--- src/rtl/uart_sim_transmitter.sv ---
// Buffered 8N1 UART transmitter: bytes enter a small FIFO through a valid/ready
// port and are serialised LSB first, back-to-back, on an idle-high txd_o line.
module uart_sim_transmitter #(
    parameter int CLOCK_FREQ = 100000000,
    parameter int BAUD_RATE  = 19200,
    parameter int FIFO_DEPTH = 4
) (
    input  logic       clk_i,
    input  logic       rst_i,
    input  logic [7:0] data_i,
    input  logic       valid_i,
    output logic       ready_o,
    output logic       txd_o,
    output logic       busy_o
);

    localparam int BAUD_DIV = CLOCK_FREQ / BAUD_RATE;
    localparam int BW       = (BAUD_DIV > 1) ? $clog2(BAUD_DIV) : 1;
    localparam int PW       = $clog2(FIFO_DEPTH);
    localparam int CW       = PW + 1;

    localparam logic [BW-1:0] BAUD_LAST = BW'(BAUD_DIV - 1);
    localparam logic [CW-1:0] DEPTH_C   = CW'(FIFO_DEPTH);

    typedef enum logic [1:0] {
        IDLE,
        START,
        DATA,
        STOP
    } state_t;

    logic [7:0]    fifo_mem [FIFO_DEPTH];
    logic [PW-1:0] wr_ptr_q, wr_ptr_d;
    logic [PW-1:0] rd_ptr_q, rd_ptr_d;
    logic [CW-1:0] count_q, count_d;
    state_t        state_q, state_d;
    logic [BW-1:0] baud_cnt_q, baud_cnt_d;
    logic [2:0]    bit_cnt_q, bit_cnt_d;
    logic [7:0]    shift_q, shift_d;
    logic          txd_q, txd_d;
    logic          busy_q, busy_d;
    logic          push, pop, bit_end;

    // ready comes from the registered count only, so a full FIFO refuses a
    // push even on the cycle it is being popped.
    assign ready_o = (count_q != DEPTH_C);
    assign txd_o   = txd_q;
    assign busy_o  = busy_q;

    always_ff @(posedge clk_i) begin
        if (push) begin
            fifo_mem[wr_ptr_q] <= data_i;
        end
    end

    always_comb begin
        push       = valid_i && (count_q != DEPTH_C);
        bit_end    = (baud_cnt_q == BAUD_LAST);
        pop        = 1'b0;
        state_d    = state_q;
        baud_cnt_d = baud_cnt_q;
        bit_cnt_d  = bit_cnt_q;
        shift_d    = shift_q;
        txd_d      = txd_q;

        case (state_q)
            IDLE: begin
                txd_d = 1'b1;
                if (count_q != '0) begin
                    pop        = 1'b1;
                    shift_d    = fifo_mem[rd_ptr_q];
                    baud_cnt_d = '0;
                    state_d    = START;
                    txd_d      = 1'b0;
                end
            end
            START: begin
                if (bit_end) begin
                    baud_cnt_d = '0;
                    bit_cnt_d  = '0;
                    state_d    = DATA;
                    txd_d      = shift_q[0];
                end else begin
                    baud_cnt_d = baud_cnt_q + 1'b1;
                end
            end
            DATA: begin
                if (bit_end) begin
                    baud_cnt_d = '0;
                    if (bit_cnt_q == 3'd7) begin
                        state_d = STOP;
                        txd_d   = 1'b1;
                    end else begin
                        // Next bit is driven straight from the unshifted copy.
                        shift_d   = {1'b0, shift_q[7:1]};
                        txd_d     = shift_q[1];
                        bit_cnt_d = bit_cnt_q + 3'd1;
                    end
                end else begin
                    baud_cnt_d = baud_cnt_q + 1'b1;
                end
            end
            STOP: begin
                if (bit_end) begin
                    baud_cnt_d = '0;
                    if (count_q != '0) begin
                        pop     = 1'b1;
                        shift_d = fifo_mem[rd_ptr_q];
                        state_d = START;
                        txd_d   = 1'b0;
                    end else begin
                        state_d = IDLE;
                        txd_d   = 1'b1;
                    end
                end else begin
                    baud_cnt_d = baud_cnt_q + 1'b1;
                end
            end
            default: begin
                state_d = IDLE;
                txd_d   = 1'b1;
            end
        endcase

        wr_ptr_d = push ? wr_ptr_q + 1'b1 : wr_ptr_q;
        rd_ptr_d = pop  ? rd_ptr_q + 1'b1 : rd_ptr_q;

        case ({push, pop})
            2'b10:   count_d = count_q + 1'b1;
            2'b01:   count_d = count_q - 1'b1;
            default: count_d = count_q;
        endcase

        busy_d = (state_d != IDLE) || (count_d != '0);
    end

    always_ff @(posedge clk_i or posedge rst_i) begin
        if (rst_i) begin
            state_q    <= IDLE;
            wr_ptr_q   <= '0;
            rd_ptr_q   <= '0;
            count_q    <= '0;
            baud_cnt_q <= '0;
            bit_cnt_q  <= '0;
            shift_q    <= '0;
            txd_q      <= 1'b1;
            busy_q     <= 1'b0;
        end else begin
            state_q    <= state_d;
            wr_ptr_q   <= wr_ptr_d;
            rd_ptr_q   <= rd_ptr_d;
            count_q    <= count_d;
            baud_cnt_q <= baud_cnt_d;
            bit_cnt_q  <= bit_cnt_d;
            shift_q    <= shift_d;
            txd_q      <= txd_d;
            busy_q     <= busy_d;
        end
    end

endmodule

--- config.mk ---
export PLATFORM = sky130hd
export DESIGN_NAME = uart_sim_transmitter
export DESIGN_NICKNAME = d
export VERILOG_FILES = /design/src/rtl/uart_sim_transmitter.sv
export SDC_FILE = /design/constraint.sdc
export NUM_CORES = 1
export LEC_CHECK = 0
export CAP_MARGIN = 5
export CELL_PAD_IN_SITES_DETAIL_PLACEMENT = 0
export CELL_PAD_IN_SITES_GLOBAL_PLACEMENT = 1
export CORE_ASPECT_RATIO = 0.7
export CORE_MARGIN = 2
export CORE_UTILIZATION = 45
export DETAILED_ROUTE_END_ITERATION = 10
export GPL_TIMING_DRIVEN = 0
export PLACE_DENSITY_LB_ADDON = 0.1
export SYNTH_ARGS = -nofsm -noshare
export SYNTH_HDL_FRONTEND = slang
export SYNTH_SLANG_ARGS = --single-unit
--- constraint.sdc ---
create_clock -name clk_i -period 2.7 [get_ports clk_i]
set_input_delay 0.405 -clock clk_i [delete_from_list [all_inputs] [get_ports clk_i]]
set_output_delay 0.405 -clock clk_i [all_outputs]
set_load 0.02 [all_outputs]
# Word level (Yosys, flattened, before mapping)
# Memory sizes are Yosys's and may differ from the RTL's.
# Index checks and enable logic that the tools add are counted.
[word_totals] regBits=35 latchBits=0 ram_bits=32 rom_bits=0 elab_cells=72 memories=1
[op_classes] n_addsub=6 mul=0 div_mod_pow=0 order_cmp=0 eq_ne=13 shifts=0 mux=31 bitwise=0 n_reduce_logical=12
[mem_list] memory="fifo_mem" depth=4 word_bits=8 rd=1 rd_clocked_by_memory_dff=0 write_ports=1 line="32" text="logic [7:0] fifo_mem [FIFO_DEPTH];"
[ops] operator="$mux 8" count=4
[ops] operator="$mux 13" count=2
[ops] operator="$pmux 13 s2" count=1
[ops] operator="$pmux 8 s3" count=1
[ops] operator="$add 13x1->13 const B" count=1
[ops] operator="$eq 13x13->1 const B" count=1
[ops] operator="$pmux 3 s2" count=2
[ops] operator="$mux 1" count=10
[ops] operator="$mux 2" count=5
[ops] operator="$ne 2x2->1 const B" count=5
[ops] operator="$mux 3" count=3
[ops] operator="$reduce_bool 3->1" count=3
[ops] operator="$pmux 2 s4" count=1
[ops] operator="$reduce_and 4->1" count=2
[ops] operator="$add 3x1->3 const B" count=2
[ops] operator="$eq 2x2->1 const B" count=3
[ops] operator="$add 2x1->2 const B" count=2
[ops] operator="$eq 2x1->1 const B" count=2
[ops] operator="$pmux 1 s4" count=1
[ops] operator="$reduce_bool 2->1" count=2
[ops] operator="$eq 3x3->1 const B" count=1
[ops] operator="$ne 3x3->1 const B" count=1
[ops] operator="$reduce_and 3->1" count=1
[ops] operator="$reduce_or 3->1" count=1
[ops] operator="other kinds (5)" count=5

# Longest topological paths before layout
# Gate-level depths: netlist (run 1).
[depth] word_depth=8 ltp_mapped=11

# Worst setup path after synthesis (run 1)
# No wires, ideal clock.
[synth_path] kind="register to register" start="register baud_cnt_q[0]" end="register busy_q, in the netlist busy_o" t_arrival_ns=2.563 required_ns=2.565 slack_ns=0.002 stages_incl_launch_ff=11 path_buffers=1 synth_period_minus_slack_ns=2.698 cell_sequence="dfrtp_1 -> ha_1 -> and4_2 -> buf_2 -> a41oi_1 -> nor3_1 -> ha_1 -> fa_1 -> mux2_2 -> nor4_1 -> nand4b_1"
[synth_between] elab_chain_len=7 word_cells_on_any_way=13
[synth_lines] element="start, declared" line="37" text="logic [BW-1:0] baud_cnt_q, baud_cnt_d;"
[synth_lines] element="start signal, assigned" line="153" text="baud_cnt_q <= baud_cnt_d;"
[synth_lines] element="$eq 13x13->1 (*)" line="58" text="bit_end = (baud_cnt_q == BAUD_LAST);"
[synth_lines] element="$mux 1 (*)" line="104" text="if (bit_end) begin"
[synth_lines] element="$pmux 1 s2 (*)" line="66" text="case (state_q)"
[synth_lines] element="$eq 2x1->1 or $eq 2x2->1 (tied branches)" line="128" text="case ({push, pop})"
[synth_lines] element="$pmux 3 s2 (*)" line="128"
[synth_lines] element="named net count_d[1]" line="35" text="logic [CW-1:0] count_q, count_d;"
[synth_lines] element="$reduce_bool 3->1 (*)" line="134" text="busy_d = (state_d != IDLE) || (count_d != '0);"
[synth_lines] element="$logic_or 1x1->1 (*)" line="134"
[synth_lines] element="named net busy_d" line="41" text="logic busy_q, busy_d;"
[synth_lines] element="end signal, assigned" line="157" text="busy_q <= busy_d;"
[synth_lines] element="end, declared" line="41"
# The timed path passes the listed nets; every way through them passes the cells marked *.
# A chain may end at the register's enable or synchronous reset.

# Final worst setup path (run 1)
[layout_path] start="register baud_cnt_q[5]" end="register busy_q, in the netlist busy_o"
# Same word-level chain as after synthesis.

==> qor.txt, run 1 <==
vias in the first global route - 2,079
met3 WL post-DR - 246 µm
HP Class - register to register
first-pass GRT wire length - 10.6 mm
Final ANT Viol Nets - 0
asr flop ratio synth - 0.522
worst-margin pin slew - 746 ps
violated checks - negative setup slack
Slew HR - 0.502
I/O Pins - 14
vias per inst - 5.36
Clock Tree Buf Depth - 2
initial cell density of the core - 0.456
synth-to-layout area growth - 17.2%
WL met1 - 3.41 mm
Final Setup Violations - 1
largest net degree at the start of global routing - 36
Mapped Cells - 261
Syn Area/Cell - 12.6 µm²
Final Hold Viols - 0
Req. time, crit path - 2920 ps
initial antenna violation count - 0
# rows - 26
1st-pass router iterations - 4
ANT cells - 0
met2 routed WL - 2.61 mm
status - finished with violations
Seq cells post-synth - 67
gr usage total - 0.176
area post-placement - 3530 µm²
final design utilization - 0.535
Iter 0 DRT Violations - 107
DR DRC count - 0
fin area - 3850 µm²
Die Ht - 75.5 µm
htree depth - 3
HPWL after detailed placement - 4.30 mm
skew final - 8.16 ps
Placer Congestion - 0.816
sequential-to-total area share from yosys stat - 0.560
final wirelength - 6.32 mm
die area - 8000 µm²
via count - 2,128
power per cell area - 969 nW/µm²
top routing layer used - met4
CTS root buffer - clkbuf_8
Tcrit/Tclk final - 1.01
Worst setup SP type - register
layout cells sized above 1 - 0.254
post-synth cell types - 55
Top FF cell, synth - dfrtp_1
core area - 7190 µm²
CTS Buf Count - 9
minimum clock period after layout - 2720 ps
max_cap viols - 0
Sink Count - 67
worst-skew pair later-pin latency - 340 ps
clock slew at reported path FFs - 80 ps
CP max FO - 7
Post-Syn Nets - 286
RSZ-0062 raised after global routing - yes
global route overflow - 0
PortBufs - 13
routed length per instance - 15.9 µm
worst-case vdd ir drop - 0.000500 V
WS Path Type - register to register
crit path DAT - 2940 ps
Synth warnings - 0
Synth top area share - 0.293
Chip Width - 106 µm
Leak Pwr - 1.55 nW
setup slack after layout - -24.4 ps
Post-synth EDFFs - 32
CTS tree - yes
CP endpoint kind - register
Synth area leader - edfxtp_1
f_max - 367 MHz
top cells by area, synth - edfxtp_1, dfrtp_1, mux4_2
fin. max-slew vios - 0
synthesized area - 3280 µm²
Final nets - 319
Place WS - -599 ps
-- layout make-up --
cell class | count | area [µm²]
fillers | 627 | 3340
flip-flops and latches | 67 | 1840
multi-input cells | 175 | 1400
repair buffers | 24 | 213
clock buffers | 9 | 124
well taps | 98 | 123
clock inverters | 7 | 65.1
plain buffers | 8 | 45.0
inverters | 9 | 33.8
-- cell families after synthesis --
group | share of synthesized area
AOI/OAI and AO/OA | 0.0919
xor gates and xnor gates | 0.0160
adders and majority gates | 0.0557
buffers and inverters | 0.0267
DFF | 0.560
muxes | 0.0957
and+or+nand+nor | 0.154
-- synthesized netlist by cell type (3+ instances only) --
cell type and instances:
a211o_1 3, a21oi_1 7, a31oi_1 8, a41oi_1 3, and3_1 7, and3_2 3, buf_2 4, clkbuf_1 3
dfrtp_1 34, edfxtp_1 32, ha_1 13, inv_1 8, mux2_2 11, mux4_2 8, nand2_1 40, nand3_1 3
nand4_1 5, nor2_1 5, nor3_1 5, nor4_1 3, o21ai_0 9, or3_1 4, xnor2_1 5
-- final timing paths --
path / from / to / slack (ps) / cells past startpoint
min reg2reg: baud_cnt_q[12] / baud_cnt_q[12] / 480 / 1
max in group asynchronous: rst_i / baud_cnt_q[7] / 1680 / 2
min: baud_cnt_q[12] / baud_cnt_q[12] / 480 / 1
max reg2reg: baud_cnt_q[5] / busy_o / -20 / 8
max: baud_cnt_q[5] / busy_o / -20 / 8
min in group asynchronous: rst_i / baud_cnt_q[4] / 510 / 2
-- flip-flops by register name, indices dropped and copies added, names as in the netlist --
signal / cells
bit_cnt_q: 3
shift_q: 8
fifo_mem: 32
rd_ptr_q: 2
count_q: 3
state_q: 2
wr_ptr_q: 2
txd_o: 1
busy_o: 1
baud_cnt_q: 13
-- where the power goes --
| part | internal (mW) | switching, mW | leakage, nW |
|---|---|---|---|
| clock | 0.357 | 0.432 | 0.0947 |
| combinational | 0.689 | 0.744 | 0.725 |
| sequential | 1.36 | 0.147 | 0.728 |
-- through the flow --
step / TNS (ps) / hold slack, ps / power (mW) / cells
after floorplan: 0 / 447 / 2.48 / 261
after global placement: -702 / 476 / 2.81 / 372
after detailed placement: -697 / 469 / 2.83 / 372
after CTS: 0 / 483 / 3.75 / 396
after global routing: -125 / 524 / 4.00 / 397
final: -24.4 / 478 / 3.73 / 397
-- layout by cell type, fill, tap and decap left out, types with 3 or more instances in the layout --
cell and count:
clkbuf_8 9, nand2_1 40, clkdlybuf4s50_1 13, nor2_1 5, xnor2_1 5, ha_2 3, or3_1 4, nor3_1 3
mux4_2 8, a211o_1 3, buf_2 3, and3_2 3, mux2_2 10, a31oi_1 8, nand4_1 5, a21oi_1 7
buf_4 12, dfrtp_1 30, ha_1 10, clkbuf_1 3, dfrtp_2 4, nand3_1 3, inv_1 7, and3_1 7
inv_6 3, edfxtp_1 32, o21ai_0 9
-- layer usage --
metal | GRT usage | vias to the layer above
li1 | - | 1052
met4 | 0.0439 | 0
met5 | 0 | -
met3 | 0.0513 | 6
met1 | 0.260 | 1031
met2 | 0.259 | 39
-- worst max-delay path, cell delays in order, from the launching register on --
cell	delay, ps
dfrtp_2	470
nor4b_4	390
a41oi_2	170
nor3_2	210
ha_2	240
fa_1	410
mux2_4	300
nor4_4	280
nand4b_1	130
-- timing repair --
| action | in CTS | in global routing |
|---|---|---|
| pin swaps | 5 | 2 |
| setup buffers | 10 | 1 |
| hold buffers | 0 | 0 |
| setup endpoints to repair | 2 | 1 |
| resized for setup | 12 | 2 |
| endpoints found under the hold margin | 0 | 0 |
Power figures use the tool's default switching activity.
==> run 2, diff against run 1 <==
--- a/config.mk
+++ b/config.mk
@@ -5,6 +5,7 @@
 export SDC_FILE = /design/constraint.sdc
 export NUM_CORES = 1
 export LEC_CHECK = 0
+export ABC_CLOCK_PERIOD_IN_PS = 2700
 export CAP_MARGIN = 5
 export CELL_PAD_IN_SITES_DETAIL_PLACEMENT = 0
 export CELL_PAD_IN_SITES_GLOBAL_PLACEMENT = 1
@@ -13,7 +14,7 @@
 export CORE_UTILIZATION = 45
 export DETAILED_ROUTE_END_ITERATION = 10
 export GPL_TIMING_DRIVEN = 0
-export PLACE_DENSITY_LB_ADDON = 0.1
+export PLACE_DENSITY = 0.85
 export SYNTH_ARGS = -nofsm -noshare
 export SYNTH_HDL_FRONTEND = slang
 export SYNTH_SLANG_ARGS = --single-unit
==> qor.txt, run 2 (synthesis gave the netlist of run 1 again) <==
Tcrit/Tclk final - 0.965
most frequent cells in the layout - nand2_1, dfrtp_1, edfxtp_1, clkdlybuf4s50_1
core area - 7190 µm²
Placer Congestion - 0.782
final design utilization - 0.537
vias in the first global route - 2,075
setup slack after layout - 94.2 ps
routed length per instance - 15.6 µm
Hold-fix buffers, CTS - 0
Largest register FFs - 32
# rows - 26
htree depth - 3
Req. time, crit path - 2910 ps
met3 WL post-DR - 351 µm
layout cells sized above 1 - 0.239
Final Power - 3.74 mW
Sink Count - 67
worst-skew pair later-pin latency - 340 ps
largest net degree at the start of global routing - 19
worst-margin pin slew - 806 ps
vias per inst - 5.53
Chip Width - 106 µm
f_max - 384 MHz
minimum clock period after layout - 2610 ps
top flop regs - fifo_mem (32), baud_cnt_q (13), shift_q (8)
Worst setup SP type - register
HPWL after detailed placement - 4.25 mm
# fillers - 574
gr usage total - 0.168
fin. max-slew vios - 0
Final Setup Violations - 0
DR DRC count - 0
clock slew at reported path FFs - 80 ps
global route overflow - 0
status - finished clean
Iter 0 DRT Violations - 90
CTS Buf Count - 9
Final nets - 317
CP endpoint kind - register
fin area - 3860 µm²
area post-placement - 3560 µm²
met2 routed WL - 2.71 mm
ANT cells - 0
Final ANT Viol Nets - 0
Hold WS - 503 ps
Slew HR - 0.462
die area - 8000 µm²
skew final - 7.50 ps
Final Hold Viols - 0
max_cap viols - 0
Largest Register - fifo_mem
WS Path Type - register to register
WL met1 - 3.03 mm
Place WS - -532 ps
worst-case vdd ir drop - 0.000580 V
CTS tree - yes
crit path DAT - 2820 ps
top routing layer used - met4
first-pass GRT wire length - 10.2 mm
Clock Tree Buf Depth - 2
Die Ht - 75.5 µm
via count - 2,184
PortBufs - 13
final wirelength - 6.16 mm
I/O Pins - 14
Leak Pwr - 1.55 nW
initial cell density of the core - 0.456
1st-pass router iterations - 4
initial antenna violation count - 0
most common cell after layout, fill and taps aside - nand2_1
power per cell area - 968 nW/µm²
HP Class - primary input to asynchronous set/reset pin
RSZ-0062 raised after global routing - yes
CTS root buffer - clkbuf_8
synth-to-layout area growth - 17.7%
CP max FO - 7
## run 2: changes by cell type in the layout (fill, tap and decap cells not counted), sizes merged
cell    before  now
inv         13   12
buf         16   14
clkinv       2    3
## run 2: final cells by class
class	instances	area, µm²	share of cell area
sequential	67	1840	0.477
multi-input combinational	175	1410	0.365
timing repair buffer	22	218	0.0564
clock buffer	9	124	0.0321
tap	98	123	0.0317
clock inverter	7	67.6	0.0175
buffer	8	45.0	0.0117
inverter	9	33.8	0.00875
## run 2: critical path, cell delays in order, from the launching register on
cell and delay [ps]:
dfrtp_2 470, nor4b_4 320, a41oi_2 170, nor3_2 190, ha_2 230, fa_1 400
mux2_4 300, nor4_4 250, nand4b_1 140
## run 2: final timing paths
path	end	startpoint	cells after the start	slack (ps)
worst max-delay path	busy_o	baud_cnt_q[9]	8	90
worst min-delay path	baud_cnt_q[0]	rst_i	2	500
worst max register to register	busy_o	baud_cnt_q[9]	8	90
worst min register to register	baud_cnt_q[12]	baud_cnt_q[12]	1	510
max in group asynchronous	baud_cnt_q[9]	rst_i	3	1620
min in group clk_i	baud_cnt_q[12]	baud_cnt_q[12]	1	510
## run 2: repair_timing
action / CTS / global route
resized for setup: 10 / 3
setup buffers: 7 / 1
endpoints found under the setup margin: 2 / 1
hold endpoints to repair: 0 / 0
pin swaps: 5 / 2
## run 2: through the flow
stage | cells | TNS [ps]
after floorplan | 261 | 0
after global placement | 372 | -567
after detailed placement | 373 | -620
after CTS | 394 | 0
after global routing | 395 | -69.2
final | 395 | 0
## run 2: where the power goes
part           leakage, nW  switching (mW)  total (mW)  internal, mW
registers            0.731           0.154        1.51          1.36
logic                0.724           0.738        1.44         0.697
clock network       0.0958           0.433       0.791         0.358
## run 2: metal layers
layer,vias to the layer above,global-route usage
met5,-,0
met4,0,0.0614
met3,7,0.0496
met2,55,0.245
met1,1078,0.241
li1,1044,-
